## src/rtl/shake_pad_if.sv

```systemverilog
`default_nettype none
// ============================================================================
// Module   : shake_pad_if
// Purpose  : Handshake bundle between a message source/sink and the SHAKE
//            pad inserter (control, input lane stream, padded lane stream).
// Revision : 1.0 - initial release
// ============================================================================
interface shake_pad_if #(
  parameter int W         = 64,
  parameter int LEN_WIDTH = 32
);
  logic                 start;
  logic [LEN_WIDTH-1:0] msg_len;
  logic                 busy;
  logic                 in_valid;
  logic                 in_ready;
  logic [W-1:0]         in_data;
  logic                 out_valid;
  logic                 out_ready;
  logic [W-1:0]         out_data;
  logic                 out_last_lane;
  logic                 out_last_block;

  modport master (
    output start, msg_len, in_valid, in_data, out_ready,
    input  busy, in_ready, out_valid, out_data, out_last_lane, out_last_block
  );

  modport slave (
    input  start, msg_len, in_valid, in_data, out_ready,
    output busy, in_ready, out_valid, out_data, out_last_lane, out_last_block
  );
endinterface
`default_nettype wire

```

## src/rtl/shake_pad_inserter.sv

```systemverilog
`default_nettype none
// ============================================================================
// Module   : shake_pad_inserter
// Purpose  : Streams message lanes into rate-sized blocks with SHAKE padding
//            (DSBYTE after the last message byte, 0x80 in the top byte of
//            the final rate lane). One registered output lane per load.
// Revision : 1.0 - initial release
// ============================================================================
module shake_pad_inserter #(
  parameter int         W          = 64,
  parameter int         RATE_LANES = 17,
  parameter int         LEN_WIDTH  = 32,
  parameter logic [7:0] DSBYTE     = 8'h1F
) (
  input wire        clk,
  input wire        rst,
  shake_pad_if.slave bus
);

  localparam int                   c_LANE_BYTES   = W / 8;
  localparam logic [LEN_WIDTH-1:0] c_LANE_BYTES_L = LEN_WIDTH'(W / 8);
  localparam int                   c_LW           = (RATE_LANES > 1) ? $clog2(RATE_LANES) : 1;
  localparam logic [c_LW-1:0]      c_LAST_LANE    = c_LW'(RATE_LANES - 1);
  localparam logic [W-1:0]         c_TOP_BIT      = {1'b1, {(W-1){1'b0}}};

  localparam logic [1:0] S_IDLE = 2'd0;
  localparam logic [1:0] S_DATA = 2'd1;
  localparam logic [1:0] S_PAD  = 2'd2;

  logic [1:0]           state_q, state_d;
  logic [LEN_WIDTH-1:0] rem_q, rem_d;
  logic [c_LW-1:0]      lane_q, lane_d;
  logic                 busy_q, busy_d;
  logic                 out_valid_q, out_valid_d;
  logic [W-1:0]         out_data_q, out_data_d;
  logic                 out_last_lane_q, out_last_lane_d;
  logic                 out_last_block_q, out_last_block_d;

  logic                 w_load;
  logic                 w_last_idx;
  logic                 w_partial;
  logic                 w_final_wait;
  logic                 w_emit;
  logic                 w_emit_pad;
  logic [W-1:0]         w_emit_data;
  logic [W-1:0]         w_pad_lane;

  assign w_load       = !out_valid_q || bus.out_ready;
  assign w_last_idx   = (lane_q == c_LAST_LANE);
  assign w_partial    = (rem_q < c_LANE_BYTES_L);
  // Final padded lane is sitting in the output register awaiting hand-off.
  assign w_final_wait = out_valid_q && out_last_block_q;

  assign bus.in_ready       = (state_q == S_DATA) && (rem_q != '0) && w_load;
  assign bus.busy           = busy_q;
  assign bus.out_valid      = out_valid_q;
  assign bus.out_data       = out_data_q;
  assign bus.out_last_lane  = out_last_lane_q;
  assign bus.out_last_block = out_last_block_q;

  // Pad-start lane: keep the remaining message bytes, DSBYTE right after them, zeros above.
  // With rem == 0 this collapses to DSBYTE in byte 0 and ignores the input lane.
  always_comb begin
    w_pad_lane = '0;
    for (int k = 0; k < c_LANE_BYTES; k++) begin
      if (LEN_WIDTH'(k) < rem_q) begin
        w_pad_lane[8*k +: 8] = bus.in_data[8*k +: 8];
      end else if (LEN_WIDTH'(k) == rem_q) begin
        w_pad_lane[8*k +: 8] = DSBYTE;
      end
    end
  end

  // Control FSM and output-register next state.
  always_comb begin
    state_d          = state_q;
    rem_d            = rem_q;
    lane_d           = lane_q;
    busy_d           = busy_q;
    out_valid_d      = out_valid_q;
    out_data_d       = out_data_q;
    out_last_lane_d  = out_last_lane_q;
    out_last_block_d = out_last_block_q;
    w_emit           = 1'b0;
    w_emit_pad       = 1'b0;
    w_emit_data      = '0;

    case (state_q)
      S_IDLE: begin
        if (bus.start) begin
          state_d = S_DATA;
          rem_d   = bus.msg_len;
          lane_d  = '0;
          busy_d  = 1'b1;
        end
      end
      S_DATA: begin
        if (w_load) begin
          if (rem_q == '0) begin
            w_emit      = 1'b1;
            w_emit_pad  = 1'b1;
            w_emit_data = w_pad_lane;
            state_d     = S_PAD;
          end else if (bus.in_valid) begin
            w_emit = 1'b1;
            if (w_partial) begin
              w_emit_pad  = 1'b1;
              w_emit_data = w_pad_lane;
              rem_d       = '0;
              state_d     = S_PAD;
            end else begin
              w_emit_data = bus.in_data;
              rem_d       = rem_q - c_LANE_BYTES_L;
            end
          end
        end
      end
      S_PAD: begin
        if (w_final_wait) begin
          if (bus.out_ready) begin
            state_d = S_IDLE;
            busy_d  = 1'b0;
          end
        end else if (w_load) begin
          w_emit      = 1'b1;
          w_emit_pad  = 1'b1;
          w_emit_data = '0;
        end
      end
      default: state_d = S_IDLE;
    endcase

    if (w_load) begin
      out_valid_d = w_emit;
      if (w_emit) begin
        out_data_d       = w_emit_data | ((w_emit_pad && w_last_idx) ? c_TOP_BIT : '0);
        out_last_lane_d  = w_last_idx;
        out_last_block_d = w_emit_pad && w_last_idx;
        lane_d           = w_last_idx ? '0 : lane_q + c_LW'(1);
      end else begin
        out_last_lane_d  = 1'b0;
        out_last_block_d = 1'b0;
      end
    end
  end

  // State and output registers; asynchronous reset drops everything in flight.
  always_ff @(posedge clk or posedge rst) begin
    if (rst) begin
      state_q          <= S_IDLE;
      rem_q            <= '0;
      lane_q           <= '0;
      busy_q           <= 1'b0;
      out_valid_q      <= 1'b0;
      out_data_q       <= '0;
      out_last_lane_q  <= 1'b0;
      out_last_block_q <= 1'b0;
    end else begin
      state_q          <= state_d;
      rem_q            <= rem_d;
      lane_q           <= lane_d;
      busy_q           <= busy_d;
      out_valid_q      <= out_valid_d;
      out_data_q       <= out_data_d;
      out_last_lane_q  <= out_last_lane_d;
      out_last_block_q <= out_last_block_d;
    end
  end

endmodule
`default_nettype wire

```

## src/flat_wrapper.sv

```systemverilog
// flat-port wrapper written by rule: the top's interface ports become plain ports
module shake_pad_inserter_flat 
#(
  parameter int         W          = 64,
  parameter int         RATE_LANES = 17,
  parameter int         LEN_WIDTH  = 32,
  parameter logic [7:0] DSBYTE     = 8'h1F
)
  (clk, rst, bus_start, bus_msg_len, bus_in_valid, bus_in_data, bus_out_ready, bus_busy, bus_in_ready, bus_out_valid, bus_out_data, bus_out_last_lane, bus_out_last_block);
  shake_pad_if #(.W(W), .LEN_WIDTH(LEN_WIDTH)) bus_i ();
  input wire clk;
  input wire rst;
  input wire logic [$bits(bus_i.start)-1:0] bus_start;
  input wire logic [$bits(bus_i.msg_len)-1:0] bus_msg_len;
  input wire logic [$bits(bus_i.in_valid)-1:0] bus_in_valid;
  input wire logic [$bits(bus_i.in_data)-1:0] bus_in_data;
  input wire logic [$bits(bus_i.out_ready)-1:0] bus_out_ready;
  output wire logic [$bits(bus_i.busy)-1:0] bus_busy;
  output wire logic [$bits(bus_i.in_ready)-1:0] bus_in_ready;
  output wire logic [$bits(bus_i.out_valid)-1:0] bus_out_valid;
  output wire logic [$bits(bus_i.out_data)-1:0] bus_out_data;
  output wire logic [$bits(bus_i.out_last_lane)-1:0] bus_out_last_lane;
  output wire logic [$bits(bus_i.out_last_block)-1:0] bus_out_last_block;
  assign bus_i.start = bus_start;
  assign bus_i.msg_len = bus_msg_len;
  assign bus_i.in_valid = bus_in_valid;
  assign bus_i.in_data = bus_in_data;
  assign bus_i.out_ready = bus_out_ready;
  assign bus_busy = bus_i.busy;
  assign bus_in_ready = bus_i.in_ready;
  assign bus_out_valid = bus_i.out_valid;
  assign bus_out_data = bus_i.out_data;
  assign bus_out_last_lane = bus_i.out_last_lane;
  assign bus_out_last_block = bus_i.out_last_block;
  shake_pad_inserter #(.W(W), .RATE_LANES(RATE_LANES), .LEN_WIDTH(LEN_WIDTH), .DSBYTE(DSBYTE)) u_core (.clk(clk), .rst(rst), .bus(bus_i));
endmodule
```

## config.mk

```make
export PLATFORM = sky130hd
export DESIGN_NAME = shake_pad_inserter_flat
export DESIGN_NICKNAME = d
export VERILOG_FILES = /design/src/rtl/shake_pad_if.sv /design/src/rtl/shake_pad_inserter.sv /design/src/flat_wrapper.sv
export SDC_FILE = /design/constraint.sdc
export NUM_CORES = 1
export LEC_CHECK = 0
export ABC_AREA = 1
export CAP_MARGIN = 10
export CORE_MARGIN = 5
export CORE_UTILIZATION = 49
export DETAILED_ROUTE_END_ITERATION = 6
export PLACE_DENSITY_LB_ADDON = 0.08
export SKIP_LAST_GASP = 1
export SLEW_MARGIN = 5
export SYNTH_ARGS = -nofsm -noshare
export SYNTH_HDL_FRONTEND = slang
export SYNTH_SLANG_ARGS = --single-unit
```

## constraint.sdc

```tcl
create_clock -name clk -period 3.6 [get_ports clk]
set_input_delay 0.36 -clock clk [delete_from_list [all_inputs] [get_ports clk]]
set_output_delay 0.36 -clock clk [all_outputs]
set_load 0.05 [all_outputs]
```

# [After elaboration in Yosys (flattened, before gate mapping)]
# Index checks and enable logic that the tools add are counted.
[classes] n_addsub=2 n_bitwise=1 order_cmp=9 n_eq_ne=18 n_reduce_logical=15 mux=58
[op_table] cell="64-bit 2-to-1 mux" count=6
[op_table] cell="32-bit 2-to-1 mux" count=5
[op_table] cell="3-bit by 32-bit == test with 1-bit output, first input constant" count=4
[op_table] cell="3-bit by 32-bit less-than comparator with 1-bit output, first input constant" count=4
[op_table] cell="5-bit 2-to-1 mux" count=13
[op_table] cell="2-bit by 32-bit == test with 1-bit output, first input constant" count=2
[op_table] cell="1-bit by 32-bit less-than comparator with 1-bit output, first input constant" count=2
[op_table] cell="2-bit by 32-bit less-than comparator with 1-bit output, first input constant" count=2
[op_table] cell="8-bit 2-to-1 mux" count=8
[op_table] cell="64-bit bitwise OR" count=1
[op_table] cell="32-bit case mux with 2 select lines" count=1
[op_table] cell="1-bit by 32-bit == test with 1-bit output, first input constant" count=1
[op_table] cell="32-bit logical NOT" count=1
[op_table] cell="32-bit by 4-bit less-than comparator with 1-bit output, second input constant" count=1
[op_table] cell="32-bit nonzero test" count=1
[op_table] cell="32-bit by 4-bit subtractor with 32-bit output, second input constant" count=1
[op_table] cell="1-bit 2-to-1 mux" count=14
[op_table] cell="2-bit 2-to-1 mux" count=7
[op_table] cell="2-bit != test, second input constant" count=4
[op_table] cell="1-bit case mux with 2 select lines" count=3
[op_table] cell="2-bit case mux with 3 select lines" count=1
[op_table] cell="6-bit AND reduction" count=1
[op_table] cell="5-bit by 1-bit adder with 5-bit output, second input constant" count=1
[op_table] cell="5-bit == test, second input constant" count=1
[op_table] cell="13 further kinds" count=18
[totals] elab_cells=111 inputBits=101 ff_bits=107 out_inout_bits=69

# [Depth between registers and ports, before layout]
[logic_depth] word_depth=9 mapped_depth=14 mapped_depth_nobuf=11

# [Least setup slack after synthesis]
# No wires, ideal clock.
[synth_path] path_kind="register -> output" startpoint="register u_core.out_valid_q, in the netlist u_core.bus.out_valid" endpoint="output bus_in_ready" slack_ns=1.249 path_buffers=0 path_stages_with_launch=6 t_arrival_ns=1.991 required_time_ns=3.240 path_cell_list="dfrtp_1 -> nand2_1 -> clkinv_1 -> nor2_1 -> inv_1 -> a21oi_1"
[synth_between] elab_chain_cells=3
[synth_rtl] item="start, declared" line_no="shake_pad_inserter.sv:34" source="logic out_valid_q, out_valid_d;"
[synth_rtl] item="start signal, assigned" line_no="shake_pad_inserter.sv:163" source="out_valid_q <= out_valid_d;"
[synth_rtl] item="1-bit logical NOT" line_no="shake_pad_inserter.sv:48" source="assign w_load = !out_valid_q || bus.out_ready;"
[synth_rtl] item="1-bit logical OR" line_no="shake_pad_inserter.sv:48"
[synth_rtl] item="1-bit logical AND" line_no="shake_pad_inserter.sv:54" source="assign bus.in_ready = (state_q == S_DATA) && (rem_q != '0) && w_load;"
[synth_rtl] item="end, declared" line_no="flat_wrapper.sv:19" source="output wire logic [$bits(bus_i.in_ready)-1:0] bus_in_ready;"
# No other way between the ends.

# [Final worst setup path]
[layout_path] startpoint="register u_core.rem_q[14]" endpoint="register u_core.out_data_q[14], in the netlist u_core.bus.out_data[14]"
[layout_between] elab_chain_cells=8 elab_cells_between_ends=14 cone_classes="order compare (2); mux (9); bitwise (1); reduce/logical (2)"
[layout_rtl] item="start, declared" line_no="shake_pad_inserter.sv:31" source="logic [LEN_WIDTH-1:0] rem_q, rem_d;"
[layout_rtl] item="start signal, assigned" line_no="shake_pad_inserter.sv:160" source="rem_q <= rem_d;"
[layout_rtl] item="1-bit by 32-bit less-than comparator with 1-bit output" line_no="shake_pad_inserter.sv:66" source="if (LEN_WIDTH'(k) < rem_q) begin"
[layout_rtl] item="8-bit 2-to-1 mux" line_no="shake_pad_inserter.sv:66"
[layout_rtl] item="64-bit 2-to-1 mux" line_no="shake_pad_inserter.sv:106" source="if (w_partial) begin"
[layout_rtl] item="64-bit 2-to-1 mux" line_no="shake_pad_inserter.sv:104" source="end else if (bus.in_valid) begin"
[layout_rtl] item="64-bit 2-to-1 mux" line_no="shake_pad_inserter.sv:99" source="if (rem_q == '0) begin"
[layout_rtl] item="64-bit 2-to-1 mux" line_no="shake_pad_inserter.sv:98" source="if (w_load) begin"
[layout_rtl] item="64-bit 2-to-1 mux"
[layout_rtl] item="64-bit bitwise OR" line_no="shake_pad_inserter.sv:136" source="out_data_d = w_emit_data | ((w_emit_pad && w_last_idx) ? c_TOP_BIT : '0);"
[layout_rtl] item="end signal, assigned" line_no="shake_pad_inserter.sv:164" source="out_data_q <= out_data_d;"
[layout_rtl] item="end, declared" line_no="shake_pad_inserter.sv:35" source="logic [W-1:0] out_data_q, out_data_d;"
# Several ways; a longest one is shown, not always the timed one.
# A chain may end at the register's enable or synchronous reset.

==> metrics.md <==
| Metric | Value |
|---|---|
| YS warnings | `0` |
| Starting Density | `50.3%` |
| Post-Syn Area | `6370 um2` |
| Worst-path fanout max | `39` |
| Port Buffers | `169` |
| Post-synthesis sequential area ratio | `42.0%` |
| Die area | `15400 um2` |
| Inst Count DP | `1227` |
| GRT Overall Usage | `24.9%` |
| Commonest non-fill, non-tap cell in the layout | `nand2_1` |
| Final std cells w/o fill | `1242` |
| Outcome | `finished clean` |
| Final Util | `66.9%` |
| Routed via count | `6479` |
| Initial antenna violation count | `0` |
| Setup CP Type | `flip-flop to flip-flop` |
| Post-DRT Antenna Nets | `0` |
| First-pass detailed-route iteration total | `5` |
| Worst VDD drop | `0.602 mV` |
| Hold Vio Cnt, Final | `0` |
| Register bit total from synthesis | `107` |
| Fin crit period | `2.95 ns` |
| Setup tns final | `0 ns` |
| Mapped Nets | `1026` |
| Diode count | `0` |
| Final setup vio count | `0` |
| Pin count of the biggest net entering global routing | `67` |
| Most frequent cells in the layout | `nand2_1, clkdlybuf4s50_1, dfrtp_1` |
| Post-CTS Resized | `0` |
| CTS buffer count | `9` |
| Hold Slack | `0.481 ns` |
| Setup Buffers After CTS | `0` |
| First-pass GRT wire length | `30200 um` |
| EDFF count, synth | `0` |
| DRT Wirelength | `18600 um` |
| WP data arrival | `3.25 ns` |
| Ports | `170` |
| DP Area | `8170 um2` |
| Die height | `124 um` |
| Worst Skew | `0.00822 ns` |
| Number of max-cap violations | `0` |
| Syn Area/Cell | `6.94 um2` |
| Vias in the first global route | `6206` |
| Most used DFF post-synth | `dfrtp_1` |
| Total leakage power | `3.98 nW` |
| Fin area | `8480 um2` |
| Clock sinks | `107` |
| Max-slew headroom | `45.1%` |
| Die X | `124 um` |
| RSZ-0062 raised after global routing | `false` |
| Share of cells above drive strength 1 | `4.21%` |
| Clk pin slew, worst setup/hold paths | `0.07 ns` |
| Synth cell types | `29` |
| Worst Tran Pin Value | `0.823 ns` |
| Power, Total | `7.61 mW` |
| WL/cell | `15.0 um` |
| DRT iter0 DRCs | `522` |
| Startpoint Class | `flip-flop` |
| CTS tree | `yes` |
| Cells after Synth | `918` |
| # rows | `41` |
| Number of buffers on the longest clock path | `2` |
| Remaining Overflow, GRT | `0` |
| Setup ws final | `0.649 ns` |
| PD cells | `898 nW/um2` |
| Hold Buf Count CTS | `0` |
| Req. time, crit path | `3.90 ns` |
| # DRC | `0` |
| Fmax | `339 MHz` |
| Post-DP HPWL | `13400 um` |
| Pre-CTS WS | `0.544 ns` |
| Area Overhead vs Synth | `33.1%` |
| H-Tree Depth | `3` |
| GPL Wtd Cong | `0.912` |
| Fin crit share | `82.0%` |
| Root Driver | `clkbuf_16` |
| Slew Limit Fails | `0` |
| Endpoint type of the worst setup path | `flip-flop` |
| Worst min path class | `flip-flop to flip-flop` |
| Via density | `5.22` |
| Nets | `1174` |
| Core ar. | `12700 um2` |
| Async set-reset flop share out of synthesis | `100%` |
| Worst-skew pair later-pin latency | `0.36 ns` |
==> sequential cells by signal, indices dropped and copies added, names as in the netlist <==
signal and cells:
u_core.bus.out_last_block 1, u_core.bus.out_data 64, u_core.rem_q 32, u_core.bus.busy 1
u_core.bus.out_last_lane 1, u_core.lane_q 5, u_core.bus.out_valid 1, u_core.state_q 2
==> logic make-up (layout without fill, tap and decap cells) <==
kind of cell	count (synthesis)	in the layout	share of synthesized area, %
and+or+nand+nor	556	556	36.7
buffers and inverters	116	268	7.72
AOI/OAI and AO/OA	114	114	9.67
DFF	107	107	42.0
xor gates and xnor gates	18	18	2.48
adders and majority gates	7	7	1.38
==> layer usage <==
layer / share of wire (%) / wire [um] / vias to the layer above / GRT usage (%)
li1: - / - / 3239 / -
met1: 45 / 8350 / 2969 / 34.1
met2: 45 / 8370 / 229 / 38.8
met3: 6.9 / 1290 / 42 / 4.22
met4: 3.3 / 621 / 0 / 10.8
met5: 0 / 0 / - / 0
==> cells in the mapped netlist (2+ instances only) <==
cell type	n	area, um2
nand2_1	330	1240
dfrtp_1	107	2680
nor2_1	90	338
o21ai_0	72	360
inv_1	67	251
nand3_1	60	300
nor3_1	32	160
nand4_1	31	194
clkbuf_1	22	82.6
xor2_1	16	140
buf_2	15	75.1
o21bai_1	15	113
o21ai_1	13	65.1
a21oi_1	12	60.1
ha_1	7	87.6
buf_6	4	45.0
nand2_2	4	25.0
inv_2	3	11.3
nor2_4	3	33.8
buf_1	2	7.51
buf_4	2	15.0
nand2_4	2	22.5
nor2_2	2	12.5
xnor2_1	2	17.5
==> cell type report <==
cell class	instances	area (um2)
Clock buffer	11	253
Clock inverter	4	50.0
Fill cell	1148	4200
Inverter	71	269
Multi-Input combinational cell	695	3200
Sequential cell	107	2680
Tap cell	172	215
Timing Repair Buffer	182	1810
==> critical path: stages, from the launching register on <==
cell and delay, ns:
dfrtp_1 0.43, nor2_1 0.20, nand2_1 0.12, nor2_4 0.22
nand2_1 0.14, o21ai_2 0.12, buf_4 0.21, nand2_2 0.22
nand2_4 0.16, nand2_4 0.23, inv_2 0.59, nand2_1 0.12
nand2_1 0.10
==> final timing paths <==
path,start,endpoint,slack [ns],cells past startpoint
max reg2reg,u_core.rem_q[14]$_DFFE_PP0P_,u_core.bus.out_data[14]$_DFFE_PP0P_,0.65,12
min,u_core.bus.out_data[9]$_DFFE_PP0P_,u_core.bus.out_data[9]$_DFFE_PP0P_,0.48,2
max in group asynchronous,rst,u_core.rem_q[11]$_DFFE_PP0P_,2.36,3
min reg2reg,u_core.bus.out_data[9]$_DFFE_PP0P_,u_core.bus.out_data[9]$_DFFE_PP0P_,0.48,2
max,u_core.rem_q[14]$_DFFE_PP0P_,u_core.bus.out_data[14]$_DFFE_PP0P_,0.65,12
min in group asynchronous,rst,u_core.bus.out_data[46]$_DFFE_PP0P_,0.51,2
==> where the power goes <==
group	switching [mW]	internal [mW]	total, mW	leakage (nW)
Sequential	0.431	1.76	2.19	1.41
Combinational	3.00	1.40	4.41	2.42
Clock	0.446	0.572	1.02	0.144
(Power assumes the default switching activity.)
